<file path="config.mk">
export PLATFORM = sky130hd
export DESIGN_NAME = note_tone_synth_flat
export DESIGN_NICKNAME = d
export VERILOG_FILES = /design/src/rtl/note_tone_if.sv /design/src/rtl/note_tone_synth.sv /design/src/flat_wrapper.sv
export SDC_FILE = /design/constraint.sdc
export NUM_CORES = 1
export LEC_CHECK = 0
export CAP_MARGIN = 20
export CELL_PAD_IN_SITES_DETAIL_PLACEMENT = 0
export CELL_PAD_IN_SITES_GLOBAL_PLACEMENT = 1
export CORE_UTILIZATION = 45
export DETAILED_ROUTE_END_ITERATION = 8
export PLACE_DENSITY = 0.81
export SYNTH_ARGS = -nofsm -noshare
export SYNTH_HDL_FRONTEND = slang
export SYNTH_SLANG_ARGS = --single-unit
</file>
<file path="constraint.sdc">
create_clock -name clk -period 4.7 [get_ports clk]
set_input_delay 0.705 -clock clk [delete_from_list [all_inputs] [get_ports clk]]
set_output_delay 0.705 -clock clk [all_outputs]
set_load 0.05 [all_outputs]
</file>
<file path="src/rtl/note_tone_if.sv">
// Note-request / tone-output bundle between the keypad character source and
// the tone synthesizer.
interface note_tone_if #(
  parameter int PHASE_W = 32
);
  logic [7:0]         note_ascii1;
  logic [7:0]         note_ascii2;
  logic [7:0]         note_octave;
  logic               note_valid;
  logic               note_ready;
  logic               tone_en;
  logic [15:0]        tone_freq;
  logic [PHASE_W-1:0] phase_inc;
  logic               freq_valid;
  logic               note_err;
  logic               tone_out;

  modport master (
    output note_ascii1, note_ascii2, note_octave, note_valid, tone_en,
    input  note_ready, tone_freq, phase_inc, freq_valid, note_err, tone_out
  );

  modport slave (
    input  note_ascii1, note_ascii2, note_octave, note_valid, tone_en,
    output note_ready, tone_freq, phase_inc, freq_valid, note_err, tone_out
  );
endinterface

</file>
<file path="src/rtl/note_tone_synth.sv">
// ASCII note name -> equal-temperament frequency, NCO increment and square tone.
// Optional macro NOTE_FLAT_EN accepts 'b' as a flat accidental.
module note_tone_synth #(
  parameter int CLK_HZ  = 50000000,
  parameter int PHASE_W = 32
) (
  input  logic        clk,
  input  logic        reset,
  note_tone_if.slave  nif
);

  // Increment per 1/16 Hz, scaled by 2^24 so the product keeps fractional bits.
  localparam logic [26:0] K =
    27'(((64'd1 << (PHASE_W + 20)) + 64'(CLK_HZ / 2)) / 64'(CLK_HZ));

  typedef enum logic [2:0] {S_IDLE, S_DECODE, S_ERR, S_MUL, S_LOAD} state_t;

  state_t             state;
  logic [7:0]         a1_q, a2_q, a3_q;
  logic               ready_q, freq_valid_q, note_err_q, tone_q;
  logic [15:0]        tone_freq_q;
  logic [PHASE_W-1:0] phase_inc_q, acc, acc_nxt;
  logic [17:0]        fq, mplier;
  logic [45:0]        mcand, prod;
  logic [4:0]         cnt;

  // Octave-9 pitch table in 1/16 Hz units, C..B.
  function automatic logic [17:0] q9_lut(input logic [3:0] s);
    case (s)
      4'd0:    q9_lut = 18'd133952;
      4'd1:    q9_lut = 18'd141918;
      4'd2:    q9_lut = 18'd150356;
      4'd3:    q9_lut = 18'd159297;
      4'd4:    q9_lut = 18'd168769;
      4'd5:    q9_lut = 18'd178805;
      4'd6:    q9_lut = 18'd189437;
      4'd7:    q9_lut = 18'd200702;
      4'd8:    q9_lut = 18'd212636;
      4'd9:    q9_lut = 18'd225280;
      4'd10:   q9_lut = 18'd238676;
      default: q9_lut = 18'd252868;
    endcase
  endfunction

  logic [3:0]  nat, semi, oct_lo;
  logic        dec_bad;
  logic [17:0] fq_dec;

  always_comb begin
    nat     = 4'd0;
    semi    = 4'd0;
    dec_bad = 1'b0;
    case (a1_q)
      "C":     nat = 4'd0;
      "D":     nat = 4'd2;
      "E":     nat = 4'd4;
      "F":     nat = 4'd5;
      "G":     nat = 4'd7;
      "A":     nat = 4'd9;
      "B":     nat = 4'd11;
      default: dec_bad = 1'b1;
    endcase
    case (a2_q)
      " ": semi = nat;
      "#": begin
        semi = nat + 4'd1;
        if (nat == 4'd4 || nat == 4'd11) dec_bad = 1'b1;
      end
`ifdef NOTE_FLAT_EN
      "b": begin
        semi = nat - 4'd1;
        if (nat == 4'd0 || nat == 4'd5) dec_bad = 1'b1;
      end
`endif
      default: dec_bad = 1'b1;
    endcase
    if (a3_q < "0" || a3_q > "9") dec_bad = 1'b1;
    oct_lo = 4'(a3_q - 8'h30);
    fq_dec = q9_lut(semi) >> (4'd9 - oct_lo);
  end

  always_ff @(posedge clk) begin
    if (reset) begin
      state        <= S_IDLE;
      ready_q      <= 1'b0;
      freq_valid_q <= 1'b0;
      note_err_q   <= 1'b0;
      tone_freq_q  <= '0;
      phase_inc_q  <= '0;
      a1_q         <= '0;
      a2_q         <= '0;
      a3_q         <= '0;
      fq           <= '0;
      mplier       <= '0;
      mcand        <= '0;
      prod         <= '0;
      cnt          <= '0;
    end else begin
      freq_valid_q <= 1'b0;
      note_err_q   <= 1'b0;
      case (state)
        S_IDLE: begin
          ready_q <= 1'b1;
          if (nif.note_valid && ready_q) begin
            a1_q    <= nif.note_ascii1;
            a2_q    <= nif.note_ascii2;
            a3_q    <= nif.note_octave;
            ready_q <= 1'b0;
            state   <= S_DECODE;
          end
        end
        S_DECODE: begin
          if (dec_bad) begin
            note_err_q <= 1'b1;
            state      <= S_ERR;
          end else begin
            fq     <= fq_dec;
            mplier <= fq_dec;
            mcand  <= 46'(K);
            prod   <= '0;
            cnt    <= '0;
            state  <= S_MUL;
          end
        end
        S_ERR: begin
          ready_q <= 1'b1;
          state   <= S_IDLE;
        end
        S_MUL: begin
          // One multiplier bit per cycle, LSB first.
          if (mplier[0]) prod <= prod + mcand;
          mcand  <= mcand << 1;
          mplier <= mplier >> 1;
          cnt    <= cnt + 5'd1;
          if (cnt == 5'd17) state <= S_LOAD;
        end
        S_LOAD: begin
          phase_inc_q  <= PHASE_W'(prod >> 24);
          tone_freq_q  <= 16'(({1'b0, fq} + 19'd8) >> 4);
          freq_valid_q <= 1'b1;
          ready_q      <= 1'b1;
          state        <= S_IDLE;
        end
        default: state <= S_IDLE;
      endcase
    end
  end

  // Never cleared on a new note, so frequency changes stay phase-continuous.
  assign acc_nxt = acc + phase_inc_q;

  always_ff @(posedge clk) begin
    if (reset) begin
      acc    <= '0;
      tone_q <= 1'b0;
    end else if (nif.tone_en) begin
      acc    <= acc_nxt;
      tone_q <= acc_nxt[PHASE_W-1];
    end
  end

  assign nif.note_ready = ready_q;
  assign nif.tone_freq  = tone_freq_q;
  assign nif.phase_inc  = phase_inc_q;
  assign nif.freq_valid = freq_valid_q;
  assign nif.note_err   = note_err_q;
  assign nif.tone_out   = tone_q;

endmodule

</file>
<file path="src/flat_wrapper.sv">
// flat-port wrapper written by rule: the top's interface ports become plain ports
module note_tone_synth_flat 
#(
  parameter int CLK_HZ  = 50000000,
  parameter int PHASE_W = 32
)
  (clk, reset, nif_note_ascii1, nif_note_ascii2, nif_note_octave, nif_note_valid, nif_tone_en, nif_note_ready, nif_tone_freq, nif_phase_inc, nif_freq_valid, nif_note_err, nif_tone_out);
  note_tone_if #(.PHASE_W(PHASE_W)) nif_i ();
  input  logic clk;
  input  logic reset;
  input wire logic [$bits(nif_i.note_ascii1)-1:0] nif_note_ascii1;
  input wire logic [$bits(nif_i.note_ascii2)-1:0] nif_note_ascii2;
  input wire logic [$bits(nif_i.note_octave)-1:0] nif_note_octave;
  input wire logic [$bits(nif_i.note_valid)-1:0] nif_note_valid;
  input wire logic [$bits(nif_i.tone_en)-1:0] nif_tone_en;
  output wire logic [$bits(nif_i.note_ready)-1:0] nif_note_ready;
  output wire logic [$bits(nif_i.tone_freq)-1:0] nif_tone_freq;
  output wire logic [$bits(nif_i.phase_inc)-1:0] nif_phase_inc;
  output wire logic [$bits(nif_i.freq_valid)-1:0] nif_freq_valid;
  output wire logic [$bits(nif_i.note_err)-1:0] nif_note_err;
  output wire logic [$bits(nif_i.tone_out)-1:0] nif_tone_out;
  assign nif_i.note_ascii1 = nif_note_ascii1;
  assign nif_i.note_ascii2 = nif_note_ascii2;
  assign nif_i.note_octave = nif_note_octave;
  assign nif_i.note_valid = nif_note_valid;
  assign nif_i.tone_en = nif_tone_en;
  assign nif_note_ready = nif_i.note_ready;
  assign nif_tone_freq = nif_i.tone_freq;
  assign nif_phase_inc = nif_i.phase_inc;
  assign nif_freq_valid = nif_i.freq_valid;
  assign nif_note_err = nif_i.note_err;
  assign nif_tone_out = nif_i.tone_out;
  note_tone_synth #(.CLK_HZ(CLK_HZ), .PHASE_W(PHASE_W)) u_core (.clk(clk), .reset(reset), .nif(nif_i));
endmodule
</file>
==> impl_metrics.env <==
export IMPL_outcome="finished clean"
export IMPL_viasPerCell=5.68
export IMPL_syn_area_per_cell_um2=8.14
export IMPL_switching_power_uw=976
export IMPL_grt_pass1_vias=10900
export IMPL_postRouteAntennaNets=0
export IMPL_track_usage_pct=21.1
export IMPL_swShare_pct=22.7
export IMPL_dr_total_vias=11600
export IMPL_worst_slew_pin_slew_ns=0.938
export IMPL_cts_tree="done"
export IMPL_syn_cell_area_um2=13300
export IMPL_insertedDiodeCount=0
export IMPL_synth_edff_count=0
export IMPL_dp_hpwl_um=22800
export IMPL_yosysMostFrequentCell="dfxtp_1"
export IMPL_ys_warn_count=0
export IMPL_comb_power_share_pct=5.2
export IMPL_h_tree_depth=1
export IMPL_ctsResizeCount=0
export IMPL_slew_headroom_pct=37.3
export IMPL_overflow=0
export IMPL_cts_sinks=229
export IMPL_yosysTopAreaCell="dfxtp_1"
export IMPL_num_rows=62
export IMPL_dieArea_um2=30200
export IMPL_drive_gt1_share_pct=6.18
export IMPL_drc_errors=0
export IMPL_fin_nets=1759
export IMPL_clk_path_buf_depth=3
export IMPL_p_clk_share_pct=48.9
export IMPL_numCtsBuffers=27
export IMPL_synth_seq_area_share_pct=34.5
export IMPL_antenna_found_initial=0
export IMPL_start_util_pct=46.0
export IMPL_finClkSkew_ns=0.0169
export IMPL_cap_violations=0
export IMPL_synth_ff_type="dfxtp_1"
export IMPL_cp_data_required_time_ns=5.08
export IMPL_power_leakage_uw=0.00606
export IMPL_grt_first_pass_wirelength_um=54300
export IMPL_path_max_fanout=11
export IMPL_cp_slowest_cell="o2111ai_1"
export IMPL_die_x_um=174
export IMPL_power_uw=4290
export IMPL_fin_crit_sh_pct=85.8
export IMPL_hold_buffers=0
export IMPL_cpPeakStageDelay_ns=0.43
export IMPL_ys_async_sr_fraction_pct=0
export IMPL_cts_setup_buffers=0
export IMPL_finalHoldViolCount=0
export IMPL_min_path_type="register to register"
export IMPL_synth_top_area_share_pct=34.5
export IMPL_seqPwrFrac_pct=45.9
export IMPL_power_density_nw_per_um2=285
export IMPL_drt_iter0_drc=654
export IMPL_clkLatencyLatePin_ns=0.54
export IMPL_ios=80
export IMPL_cp_start_kind="register"
export IMPL_coreArea_um2=28900
export IMPL_fmax_mhz=248
export IMPL_setup_viol=0
export IMPL_clkTransAtPathRegs_ns=0.06
export IMPL_period_minus_slack_ns=4.03
export IMPL_end_kind="register"
export IMPL_crit_family="compound AO/OA/AOI/OAI gates"
export IMPL_io_buffers=68
export IMPL_drv_slew=0
export IMPL_gp_congestion=0.914
export IMPL_synth_common_cells="dfxtp_1 (229), nand2_1 (205), nor2_1 (174)"
export IMPL_criticalPathCategory="register to register"
export IMPL_die_y_um=174
export IMPL_internal_power_uw=3320
export IMPL_crit_chain="nor4_4 -> and2_1 -> and2_1 -> ha_1 -> and3b_1 -> o2111ai_1 -> a21oi_1 -> a211o_1 -> a31oi_2 -> mux2i_1 -> nand3_1 -> nand3_1 -> o31ai_1 -> o21ai_1"
export IMPL_grt_max_degree=103
export IMPL_syn2layout_area_growth_pct=13.2
export IMPL_cts_root_buf="clkbuf_16"
export IMPL_dr_pass1_iters=5
export IMPL_wl_per_cell_um=15.8
export IMPL_synth_seq_cells=229
export IMPL_vdd_drop_max_uv=229
export IMPL_synth_cell_type_count=95
export IMPL_finalSetupTns_ns=0
export IMPL_wirelength_um=32400
export IMPL_cp_data_arrival_time_ns=4.41
export IMPL_rsz0062_at_grt="false"
export IMPL_syn_inst=1633
export IMPL_synth_area_top_cells="dfxtp_1 (35%), ha_1 (7.5%), nand2_1 (5.8%)"
export IMPL_worst_path_buf_inv=0
[layer usage]
| metal | routed length [um] | track usage (%) | share of wire [%] |
|---|---|---|---|
| met5 | 0 | 0 | 0 |
| met3 | 1270 | 2.54 | 3.9 |
| met2 | 14400 | 34.3 | 44 |
| met4 | 478 | 4.46 | 1.5 |
| met1 | 16200 | 30.0 | 50 |
[metrics by stage]
stage          cells  area, um2  util [%]  hold WS, ns  setup WS, ns
2_1_floorplan   1643      13300         -        0.435          1.53
5_1_grt         2050      15000      52.1        0.477         0.330
6_report        2050      15000      52.1        0.456         0.670
3_3_place_gp    2003      14100      49.0        0.443         0.891
3_5_place_dp    2003      14100      49.0        0.450         0.769
4_1_cts         2049      15000      52.1        0.458         0.757
[placed cells by master (no fill, tap or decap), types with 9 or more instances in the layout]
cell / instances
a31oi_1: 18
a22o_1: 16
nor2b_1: 13
clkdlybuf4s50_1: 67
and2_1: 11
ha_1: 80
a22oi_1: 57
a221oi_1: 19
and3_1: 16
nand2b_1: 11
o21ai_1: 27
a21o_1: 42
a211oi_1: 30
xor2_1: 28
mux2i_1: 22
o21a_1: 15
conb_1: 11
nand3_1: 45
o211ai_1: 12
nand2_1: 205
o21ai_0: 53
dfxtp_1: 229
o21bai_1: 9
clkbuf_16: 27
o31ai_1: 9
nand4_1: 11
buf_4: 18
a21oi_1: 130
inv_1: 32
nor2_1: 174
nor3_1: 24
xnor2_1: 51
[flip-flops by register name (all words and copies together), names as in the netlist]
register / flops
u_core.fq: 15
u_core.nif.note_err: 1
u_core.mplier: 18
u_core.a1_q: 8
u_core.a2_q: 8
u_core.mcand: 46
u_core.acc: 32
u_core.cnt: 5
u_core.a3_q: 8
u_core.state: 3
u_core.nif.freq_valid: 1
u_core.nif.phase_inc: 22
u_core.nif.note_ready: 1
u_core.prod: 46
u_core.nif.tone_freq: 15
[cells by family (layout without fill, tap and decap cells)]
group,Yosys count,after routing,share of synthesized area [%]
flops,229,229,34.5
buf+inv,144,167,4.60
other cells,1,11,0.0282
mux,28,28,2.18
xor+xnor,79,79,5.21
simple gates,556,556,19.0
fa+ha+maj,82,82,7.84
compound gates,514,514,26.6
[path summary, 6_finish.rpt]
| check | slack [ns] | end | start | cells past startpoint |
|---|---|---|---|---|
| worst max-delay path | 0.67 | u_core.mplier[5]$_SDFFE_PP0P_ | u_core.a1_q[7]$_SDFFE_PP0P_ | 14 |
| worst max register to register | 0.67 | u_core.mplier[5]$_SDFFE_PP0P_ | u_core.a1_q[7]$_SDFFE_PP0P_ | 14 |
| worst min register to register | 0.46 | u_core.a2_q[4]$_SDFFE_PP0P_ | u_core.a2_q[4]$_SDFFE_PP0P_ | 2 |
| worst min-delay path | 0.46 | u_core.a2_q[4]$_SDFFE_PP0P_ | u_core.a2_q[4]$_SDFFE_PP0P_ | 2 |
[cell type report]
type,instances,area [um2]
Inverter,35,131
Sequential cell,229,4580
Clock inverter,10,131
Timing Repair Buffer,86,817
Clock buffer,36,759
Fill cell,2790,13800
Tap cell,384,480
Multi-Input combinational cell,1270,8140
[worst register-to-register path: cells and delay by family (launching register included)]
kind / cells / cell delay [ns]
adders and majority gates: 1 / 0.20
and+or+nand+nor: 6 / 1.20
AOI/OAI and AO/OA: 6 / 2.02
muxes: 1 / 0.13
DFF: 1 / 0.33
[power by group through the flow]
stage / logic (uW) / clock network [uW] / registers, uW
4_1_cts: 224 / 2160 / 1970
2_1_floorplan: 168 / 0 / 2010
3_5_place_dp: 224 / 0 / 2010
3_3_place_gp: 223 / 0 / 2010
5_1_grt: 246 / 2240 / 1970
6_report: 224 / 2100 / 1970
Power figures use the tool's default switching activity.
